**src/rtl/ret_stack_pkg.sv**
```systemverilog
// ---------------------------------------------------------------------------
// ret_stack_pkg
//   Processor-wide definitions shared by the PC register, incrementer, PC mux
//   and the hardware return-address stack (RAS).
//   - PC_W       : program-counter / return-address width
//   - RAS_DEPTH  : default number of RAS entries
//   - ras_op_e   : operation decoded from the push/pop request pair
// ---------------------------------------------------------------------------
package ret_stack_pkg;

  localparam int PC_W      = 10;
  localparam int RAS_DEPTH = 8;

  typedef enum logic [1:0] {
    RAS_IDLE    = 2'b00,
    RAS_POP     = 2'b01,
    RAS_PUSH    = 2'b10,
    RAS_REPLACE = 2'b11
  } ras_op_e;

  // push maps to bit 1 and pop to bit 0, so the request pair is the opcode.
  function automatic ras_op_e ras_decode(input logic push, input logic pop);
    return ras_op_e'({push, pop});
  endfunction

endpackage : ret_stack_pkg

```
**src/rtl/ret_stack_if.sv**
```systemverilog
// ---------------------------------------------------------------------------
// ret_stack_if
//   Connection between the control unit (master) and the return-address
//   stack (slave).
//   master drives : push, pop, push_data
//   slave drives  : top, count, empty, full, overflow, underflow
// ---------------------------------------------------------------------------
interface ret_stack_if #(
  parameter int PC_W  = ret_stack_pkg::PC_W,
  parameter int DEPTH = ret_stack_pkg::RAS_DEPTH,
  parameter int CNT_W = $clog2(DEPTH + 1)
);

  logic             push;
  logic             pop;
  logic [PC_W-1:0]  push_data;
  logic [PC_W-1:0]  top;
  logic [CNT_W-1:0] count;
  logic             empty;
  logic             full;
  logic             overflow;
  logic             underflow;

  modport master (
    output push, pop, push_data,
    input  top, count, empty, full, overflow, underflow
  );

  modport slave (
    input  push, pop, push_data,
    output top, count, empty, full, overflow, underflow
  );

endinterface : ret_stack_if

```
**src/rtl/ret_stack_mem.sv**
```systemverilog
// ---------------------------------------------------------------------------
// ret_stack_mem
//   DEPTH x PC_W register array: one synchronous write port, one
//   asynchronous read port. Contents are not reset.
//   clk_i    : write clock (rising edge)
//   we_i     : write enable
//   waddr_i  : write index
//   wdata_i  : write data
//   raddr_i  : read index
//   rdata_o  : combinational read data
// ---------------------------------------------------------------------------
module ret_stack_mem #(
  parameter int PC_W  = 10,
  parameter int DEPTH = 8,
  parameter int IDX_W = $clog2(DEPTH)
) (
  input  logic             clk_i,
  input  logic             we_i,
  input  logic [IDX_W-1:0] waddr_i,
  input  logic [PC_W-1:0]  wdata_i,
  input  logic [IDX_W-1:0] raddr_i,
  output logic [PC_W-1:0]  rdata_o
);

  logic [PC_W-1:0] mem_q [DEPTH];

  // NOTE: the array has no reset; validity is tracked by the stack's count,
  // so resetting storage would only cost flops and block RAM mapping.
  always_ff @(posedge clk_i) begin
    if (we_i) begin
      mem_q[waddr_i] <= wdata_i;
    end
  end

  assign rdata_o = mem_q[raddr_i];

endmodule : ret_stack_mem

```
**src/rtl/ret_stack.sv**
```systemverilog
// ---------------------------------------------------------------------------
// ret_stack
//   Hardware return-address stack. JAL pushes PC+1; RET consumes the
//   registered top as next PC and pops it on the same edge.
//   clk    : system clock, rising edge
//   reset  : asynchronous, active-high reset
//   bus    : ret_stack_if.slave
//            push/pop/push_data in; top/count/empty/full/overflow/underflow out
// ---------------------------------------------------------------------------
module ret_stack
  import ret_stack_pkg::*;
#(
  parameter int PC_W  = ret_stack_pkg::PC_W,
  parameter int DEPTH = ret_stack_pkg::RAS_DEPTH,
  parameter int CNT_W = $clog2(DEPTH + 1)
) (
  input  logic        clk,
  input  logic        reset,
  ret_stack_if.slave  bus
);

  localparam int IDX_W = (DEPTH > 1) ? $clog2(DEPTH) : 1;
  localparam logic [CNT_W-1:0] CNT_FULL = CNT_W'(DEPTH);
  localparam logic [CNT_W-1:0] CNT_ONE  = CNT_W'(1);
  localparam logic [CNT_W-1:0] CNT_TWO  = CNT_W'(2);

  logic [CNT_W-1:0] count_q, count_d;
  logic [PC_W-1:0]  top_q, top_d;
  logic             ovf_q, ovf_d;
  logic             unf_q, unf_d;

  logic             mem_we;
  logic [IDX_W-1:0] mem_waddr;
  logic [IDX_W-1:0] mem_raddr;
  logic [PC_W-1:0]  mem_rdata;

  logic    is_empty;
  logic    is_full;
  ras_op_e op;

  assign is_empty = (count_q == '0);
  assign is_full  = (count_q == CNT_FULL);
  assign op       = ras_decode(bus.push, bus.pop);

  // Entry below the top, used as the new top on a pop. Only meaningful when
  // count >= 2; otherwise the index is pinned to 0 to stay in range.
  always_comb begin
    mem_raddr = '0;
    if (count_q >= CNT_TWO) begin
      mem_raddr = IDX_W'(count_q - CNT_TWO);
    end
  end

  // NOTE: every signal written here gets a default first so no path can
  // leave it unassigned and infer a latch.
  always_comb begin
    count_d   = count_q;
    top_d     = top_q;
    ovf_d     = ovf_q;
    unf_d     = unf_q;
    mem_we    = 1'b0;
    mem_waddr = '0;

    unique case (op)
      RAS_PUSH: begin
        if (is_full) begin
          ovf_d = 1'b1;  // no wrap: the oldest return address is kept
        end else begin
          mem_we    = 1'b1;
          mem_waddr = IDX_W'(count_q);
          top_d     = bus.push_data;
          count_d   = count_q + CNT_ONE;
        end
      end
      RAS_POP: begin
        if (is_empty) begin
          unf_d = 1'b1;
        end else begin
          count_d = count_q - CNT_ONE;
          top_d   = (count_q >= CNT_TWO) ? mem_rdata : '0;
        end
      end
      RAS_REPLACE: begin
        // Return then call in one cycle: overwrite the top in place. On an
        // empty stack this degenerates to a plain push.
        mem_we  = 1'b1;
        top_d   = bus.push_data;
        if (is_empty) begin
          mem_waddr = '0;
          count_d   = CNT_ONE;
        end else begin
          mem_waddr = IDX_W'(count_q - CNT_ONE);
        end
      end
      default: ;  // RAS_IDLE: hold
    endcase
  end

  // NOTE: state registers use non-blocking assignments so every flop samples
  // the pre-edge values regardless of statement order.
  always_ff @(posedge clk or posedge reset) begin
    if (reset) begin
      count_q <= '0;
      top_q   <= '0;
      ovf_q   <= 1'b0;
      unf_q   <= 1'b0;
    end else begin
      count_q <= count_d;
      top_q   <= top_d;
      ovf_q   <= ovf_d;
      unf_q   <= unf_d;
    end
  end

  ret_stack_mem #(
    .PC_W  (PC_W),
    .DEPTH (DEPTH),
    .IDX_W (IDX_W)
  ) u_mem (
    .clk_i   (clk),
    .we_i    (mem_we),
    .waddr_i (mem_waddr),
    .wdata_i (bus.push_data),
    .raddr_i (mem_raddr),
    .rdata_o (mem_rdata)
  );

  assign bus.top       = top_q;
  assign bus.count     = count_q;
  assign bus.empty     = is_empty;
  assign bus.full      = is_full;
  assign bus.overflow  = ovf_q;
  assign bus.underflow = unf_q;

endmodule : ret_stack

```
**src/flat_wrapper.sv**
```systemverilog
// flat-port wrapper written by rule: the top's interface ports become plain ports
module ret_stack_flat import ret_stack_pkg::*;
#(
  parameter int PC_W  = ret_stack_pkg::PC_W,
  parameter int DEPTH = ret_stack_pkg::RAS_DEPTH,
  parameter int CNT_W = $clog2(DEPTH + 1)
)
  (clk, reset, bus_push, bus_pop, bus_push_data, bus_top, bus_count, bus_empty, bus_full, bus_overflow, bus_underflow);
  ret_stack_if #(.PC_W(PC_W), .DEPTH(DEPTH), .CNT_W(CNT_W)) bus_i ();
  input  logic clk;
  input  logic reset;
  input wire logic [$bits(bus_i.push)-1:0] bus_push;
  input wire logic [$bits(bus_i.pop)-1:0] bus_pop;
  input wire logic [$bits(bus_i.push_data)-1:0] bus_push_data;
  output wire logic [$bits(bus_i.top)-1:0] bus_top;
  output wire logic [$bits(bus_i.count)-1:0] bus_count;
  output wire logic [$bits(bus_i.empty)-1:0] bus_empty;
  output wire logic [$bits(bus_i.full)-1:0] bus_full;
  output wire logic [$bits(bus_i.overflow)-1:0] bus_overflow;
  output wire logic [$bits(bus_i.underflow)-1:0] bus_underflow;
  assign bus_i.push = bus_push;
  assign bus_i.pop = bus_pop;
  assign bus_i.push_data = bus_push_data;
  assign bus_top = bus_i.top;
  assign bus_count = bus_i.count;
  assign bus_empty = bus_i.empty;
  assign bus_full = bus_i.full;
  assign bus_overflow = bus_i.overflow;
  assign bus_underflow = bus_i.underflow;
  ret_stack #(.PC_W(PC_W), .DEPTH(DEPTH), .CNT_W(CNT_W)) u_core (.clk(clk), .reset(reset), .bus(bus_i));
endmodule
```
**config.mk**
```make
export PLATFORM = sky130hd
export DESIGN_NAME = ret_stack_flat
export DESIGN_NICKNAME = d
export VERILOG_FILES = /design/src/rtl/ret_stack_pkg.sv /design/src/rtl/ret_stack_if.sv /design/src/rtl/ret_stack_mem.sv /design/src/rtl/ret_stack.sv /design/src/flat_wrapper.sv
export SDC_FILE = /design/constraint.sdc
export NUM_CORES = 1
export LEC_CHECK = 0
export CAP_MARGIN = 20
export CORE_MARGIN = 10
export CORE_UTILIZATION = 55
export CTS_BUF_LIST = sky130_fd_sc_hd__clkbuf_4 sky130_fd_sc_hd__clkbuf_8
export CTS_CLUSTER_SIZE = 28
export DETAILED_ROUTE_END_ITERATION = 8
export GPL_TIMING_DRIVEN = 0
export PLACE_DENSITY = 0.73
export SKIP_CTS_REPAIR_TIMING = 1
export SKIP_LAST_GASP = 1
export SLEW_MARGIN = 25
export SYNTH_ARGS = -nofsm -noshare
export SYNTH_HDL_FRONTEND = slang
export SYNTH_SLANG_ARGS = --single-unit
```
**constraint.sdc**
```tcl
create_clock -name clk -period 3.9 [get_ports clk]
set_clock_uncertainty 0.05 [all_clocks]
set_input_delay 0.78 -clock clk [delete_from_list [all_inputs] [get_ports clk]]
set_output_delay 0.78 -clock clk [all_outputs]
set_load 0.01 [all_outputs]
```
==> results of run 1 <==
-- metrics by stage --
stage / util (%) / power, uW / cell area (sq um) / instances
3_3_place_gp: 61.8 / 2800 / 4730 / 434
3_5_place_dp: 63.4 / 2860 / 4840 / 443
2_1_floorplan: - / 2310 / 4300 / 302
5_1_grt: 66.4 / 3760 / 5080 / 459
4_1_cts: 66.4 / 3590 / 5080 / 459
6_report: 66.4 / 3580 / 5080 / 459
-- final cells by class --
cell class / count / area [sq um] / area share (%)
sequential: 96 / 2800 / 55.2
multi-input combinational: 179 / 1430 / 28.2
timing repair buffer: 39 / 360 / 7.10
clock buffer: 11 / 145 / 2.86
tap: 102 / 128 / 2.51
buffer: 18 / 87.6 / 1.73
clock inverter: 5 / 86.3 / 1.70
inverter: 9 / 33.8 / 0.666
-- cell usage in the layout (no fill, tap or decap), types with 2 or more instances in the layout --
| cell type | instances |
|---|---|
| a211oi_1 | 12 |
| a21o_1 | 2 |
| a21oi_1 | 6 |
| a311o_1 | 9 |
| a31oi_1 | 2 |
| a41oi_1 | 9 |
| buf_1 | 2 |
| buf_2 | 7 |
| buf_4 | 8 |
| bufinv_16 | 2 |
| clkbuf_1 | 9 |
| clkbuf_8 | 10 |
| clkdlybuf4s50_1 | 30 |
| dfrtp_1 | 16 |
| edfxtp_1 | 80 |
| ha_1 | 7 |
| inv_1 | 5 |
| inv_2 | 4 |
| inv_6 | 2 |
| mux2_2 | 9 |
| mux2i_1 | 4 |
| mux4_2 | 10 |
| nand2_1 | 44 |
| nand2b_1 | 5 |
| nand3_1 | 2 |
| nor2_1 | 14 |
| nor2b_1 | 5 |
| nor3_1 | 3 |
| nor3_2 | 2 |
| nor4_2 | 2 |
| o21ai_0 | 2 |
| o21ai_1 | 2 |
| o22ai_1 | 2 |
| o31ai_1 | 2 |
-- worst paths after layout --
kind | cells past startpoint | end | slack (ns)
worst max-delay path | 7 | bus_empty | 0.1
worst min-delay path | 1 | u_core.bus.underflow$_DFFE_PP0P_ | 0.42
worst max register to register | 9 | u_core.u_mem.mem_q[2][2]$_DFFE_PP_ | 0.27
worst min register to register | 1 | u_core.bus.underflow$_DFFE_PP0P_ | 0.42
max in group asynchronous | 2 | u_core.bus.top[3]$_DFFE_PP0P_ | 2.59
min in group asynchronous | 2 | u_core.bus.count[0]$_DFFE_PP0P_ | 0.77
-- critical path: stages, from the launching register on --
cell and delay [ns]:
dfrtp_1 0.47, buf_2 0.24, buf_2 0.23, inv_2 0.13, ha_1 0.29, or3b_2 0.57
inv_2 0.13, clkdlybuf4s50_1 0.55
-- power groups by stage --
stage	clock [uW]	combinational, uW	sequential (uW)
after floorplan	0	890	1420
after global placement	0	1400	1410
after detailed placement	0	1450	1410
after CTS	741	1470	1390
after global routing	787	1560	1400
final	735	1460	1390
-- state kept, by name, indices dropped and copies added (netlist names) --
signal                flops
u_core.bus.overflow       1
u_core.bus.top           10
u_core.bus.underflow      1
u_core.bus.count          4
u_core.u_mem.mem_q       80
-- synth_stat cells, types with 5 or more instances --
| cell | n | area (sq um) |
|---|---|---|
| edfxtp_1 | 80 | 2400 |
| nand2_1 | 44 | 165 |
| dfrtp_1 | 16 | 400 |
| nor2_1 | 14 | 52.6 |
| a211oi_1 | 12 | 90.1 |
| mux4_2 | 10 | 225 |
| a311o_1 | 9 | 90.1 |
| a41oi_1 | 9 | 78.8 |
| clkbuf_1 | 9 | 33.8 |
| mux2_2 | 9 | 101 |
| ha_1 | 7 | 87.6 |
| a21oi_1 | 6 | 30.0 |
| inv_1 | 5 | 18.8 |
| nand2b_1 | 5 | 31.3 |
| nor2b_1 | 5 | 31.3 |
| nor3_1 | 5 | 25.0 |
-- per-layer routing --
metal | vias up | global-route usage, % | wire (microns)
li1 | 1287 | - | -
met1 | 1404 | 23.2 | 4240
met2 | 102 | 26.9 | 4780
met3 | 20 | 3.87 | 588
met4 | 0 | 6.69 | 196
met5 | - | 0 | 0
-- cells by family after synthesis --
family,share of synthesized area (%)
buffers and inverters,2.82
muxes,8.53
adders and majority gates,2.04
DFF,65.2
and+or+nand+nor,9.66
AOI/OAI and AO/OA,11.8
==> results_dict.tcl, run 1 <==
set metrics [dict create \
    outcome "finished, final reports clean" \
    initial_utilization_pct 56.2 \
    synth_seq_cells 96 \
    grt_setup_unrepaired "false" \
    critPathKind "register to output pin" \
    hold_ws_ns 0.421 \
    max_freq_mhz 263 \
    p_clk_share_pct 20.5 \
    die_w_microns 108 \
    clockBufferDepth 2 \
    via_per_inst 6.13 \
    grt_usage_pct 17.3 \
    drv_cap 0 \
    setup_violations 0 \
    power_density_nw_per_um2 705 \
    setup_tns_ns 0 \
    drt_pass1_iterations 5 \
    cp.arrival_ns 2.97 \
    dieArea_sq_um 11800 \
    p_seq_share_pct 38.7 \
    cts_buffers 9 \
    gp_congestion 0.913 \
    intPower_uw 2320 \
    drt_iter0_drc 335 \
    ios 32 \
    yosysSeqAreaShare_pct 65.2 \
    synthArstFlopShare_pct 16.7 \
    fp-row-count 32 \
    portBuffers 30 \
    worst_pin_slew_ns 0.990 \
    htreeDepth 3 \
    nNetsFinal 373 \
    syn_avg_cell_area_sq_um 14.2 \
    synth_fp_nets 323 \
    cts_tree "built" \
    relSlewSlack_pct 33.7 \
    filler_cell_count 539 \
    finalWirelength_microns 9800 \
    power_switching_share_pct 35.3 \
    cts_root_buffer "clkbuf_8" \
    max-vdd-ir-drop_uv 364 \
    r2r_start "u_core.bus.count[0]$_DFFE_PP0P_" \
    synthesis.area_sq_um 4300 \
    hold_violations 0 \
    maxSlewViolCount 0 \
    cts.sinks 96 \
    path_clk_slew_ns 0.09 \
    antenna_found_initial 0 \
    synthCells 302 \
    yosysUniqueCellTypes 53 \
    postRouteAntennaNets 0 \
    synth_edf_count 80 \
    worstHoldPathType "register to register" \
    end_kind "output pin" \
    yosys_warnings 0 \
    antenna_cells 0 \
    combPwrFrac_pct 40.7 \
    grt_max_degree 17 \
    startpoint "u_core.bus.count[0]$_DFFE_PP0P_" \
    globalRouteOverflowTotal 0 \
    critPathLaunchType "register" \
    clk_latency_ns 0.36 \
    min_period_ns 3.80 \
    drc 0 \
    cp_max_fo 10 \
    grt_first_pass_wirelength_microns 15500 \
    die_h_microns 108 \
    syn_to_final_growth_pct 18.0 \
    hp-start "u_core.bus.underflow$_DFFE_PP0P_" \
    pre_cts_ws_ns 0.306 \
    route.vias.total 2813 \
    grt_pass1_vias 2838 \
    avgRoutedWirePerCell_microns 21.4 \
    power_switching_uw 1260 \
    post-route-period-util_pct 97.5 \
    hpwl_microns 6980 \
    leakage_uw 0.00176 \
    drive_above_1_share_pct 19.0 \
    cp.required_ns 3.07 \
    synth_ff_type "edfxtp_1" \
    coreArea_sq_um 7650 \
    setup_slack_ns 0.0967 \
]
Note: power is estimated with default switching activity, not from simulation.
==> run 2: changes to the inputs <==
--- a/config.mk
+++ b/config.mk
@@ -14,7 +14,6 @@
 export GPL_TIMING_DRIVEN = 0
 export PLACE_DENSITY = 0.73
 export SKIP_CTS_REPAIR_TIMING = 1
-export SKIP_LAST_GASP = 1
 export SLEW_MARGIN = 25
 export SYNTH_ARGS = -nofsm -noshare
 export SYNTH_HDL_FRONTEND = slang
==> results of run 2 <==
No change in the layout: final DEF, timing and power equal those of run 1.
==> run 3: changes to the inputs <==
--- a/config.mk
+++ b/config.mk
@@ -12,6 +12,7 @@
 export CTS_CLUSTER_SIZE = 28
 export DETAILED_ROUTE_END_ITERATION = 8
 export GPL_TIMING_DRIVEN = 0
+export HOLD_SLACK_MARGIN = 0.15
 export PLACE_DENSITY = 0.73
 export SKIP_CTS_REPAIR_TIMING = 1
 export SLEW_MARGIN = 25
==> results of run 3 <==
No change in the layout: final DEF, timing and power equal those of run 1.
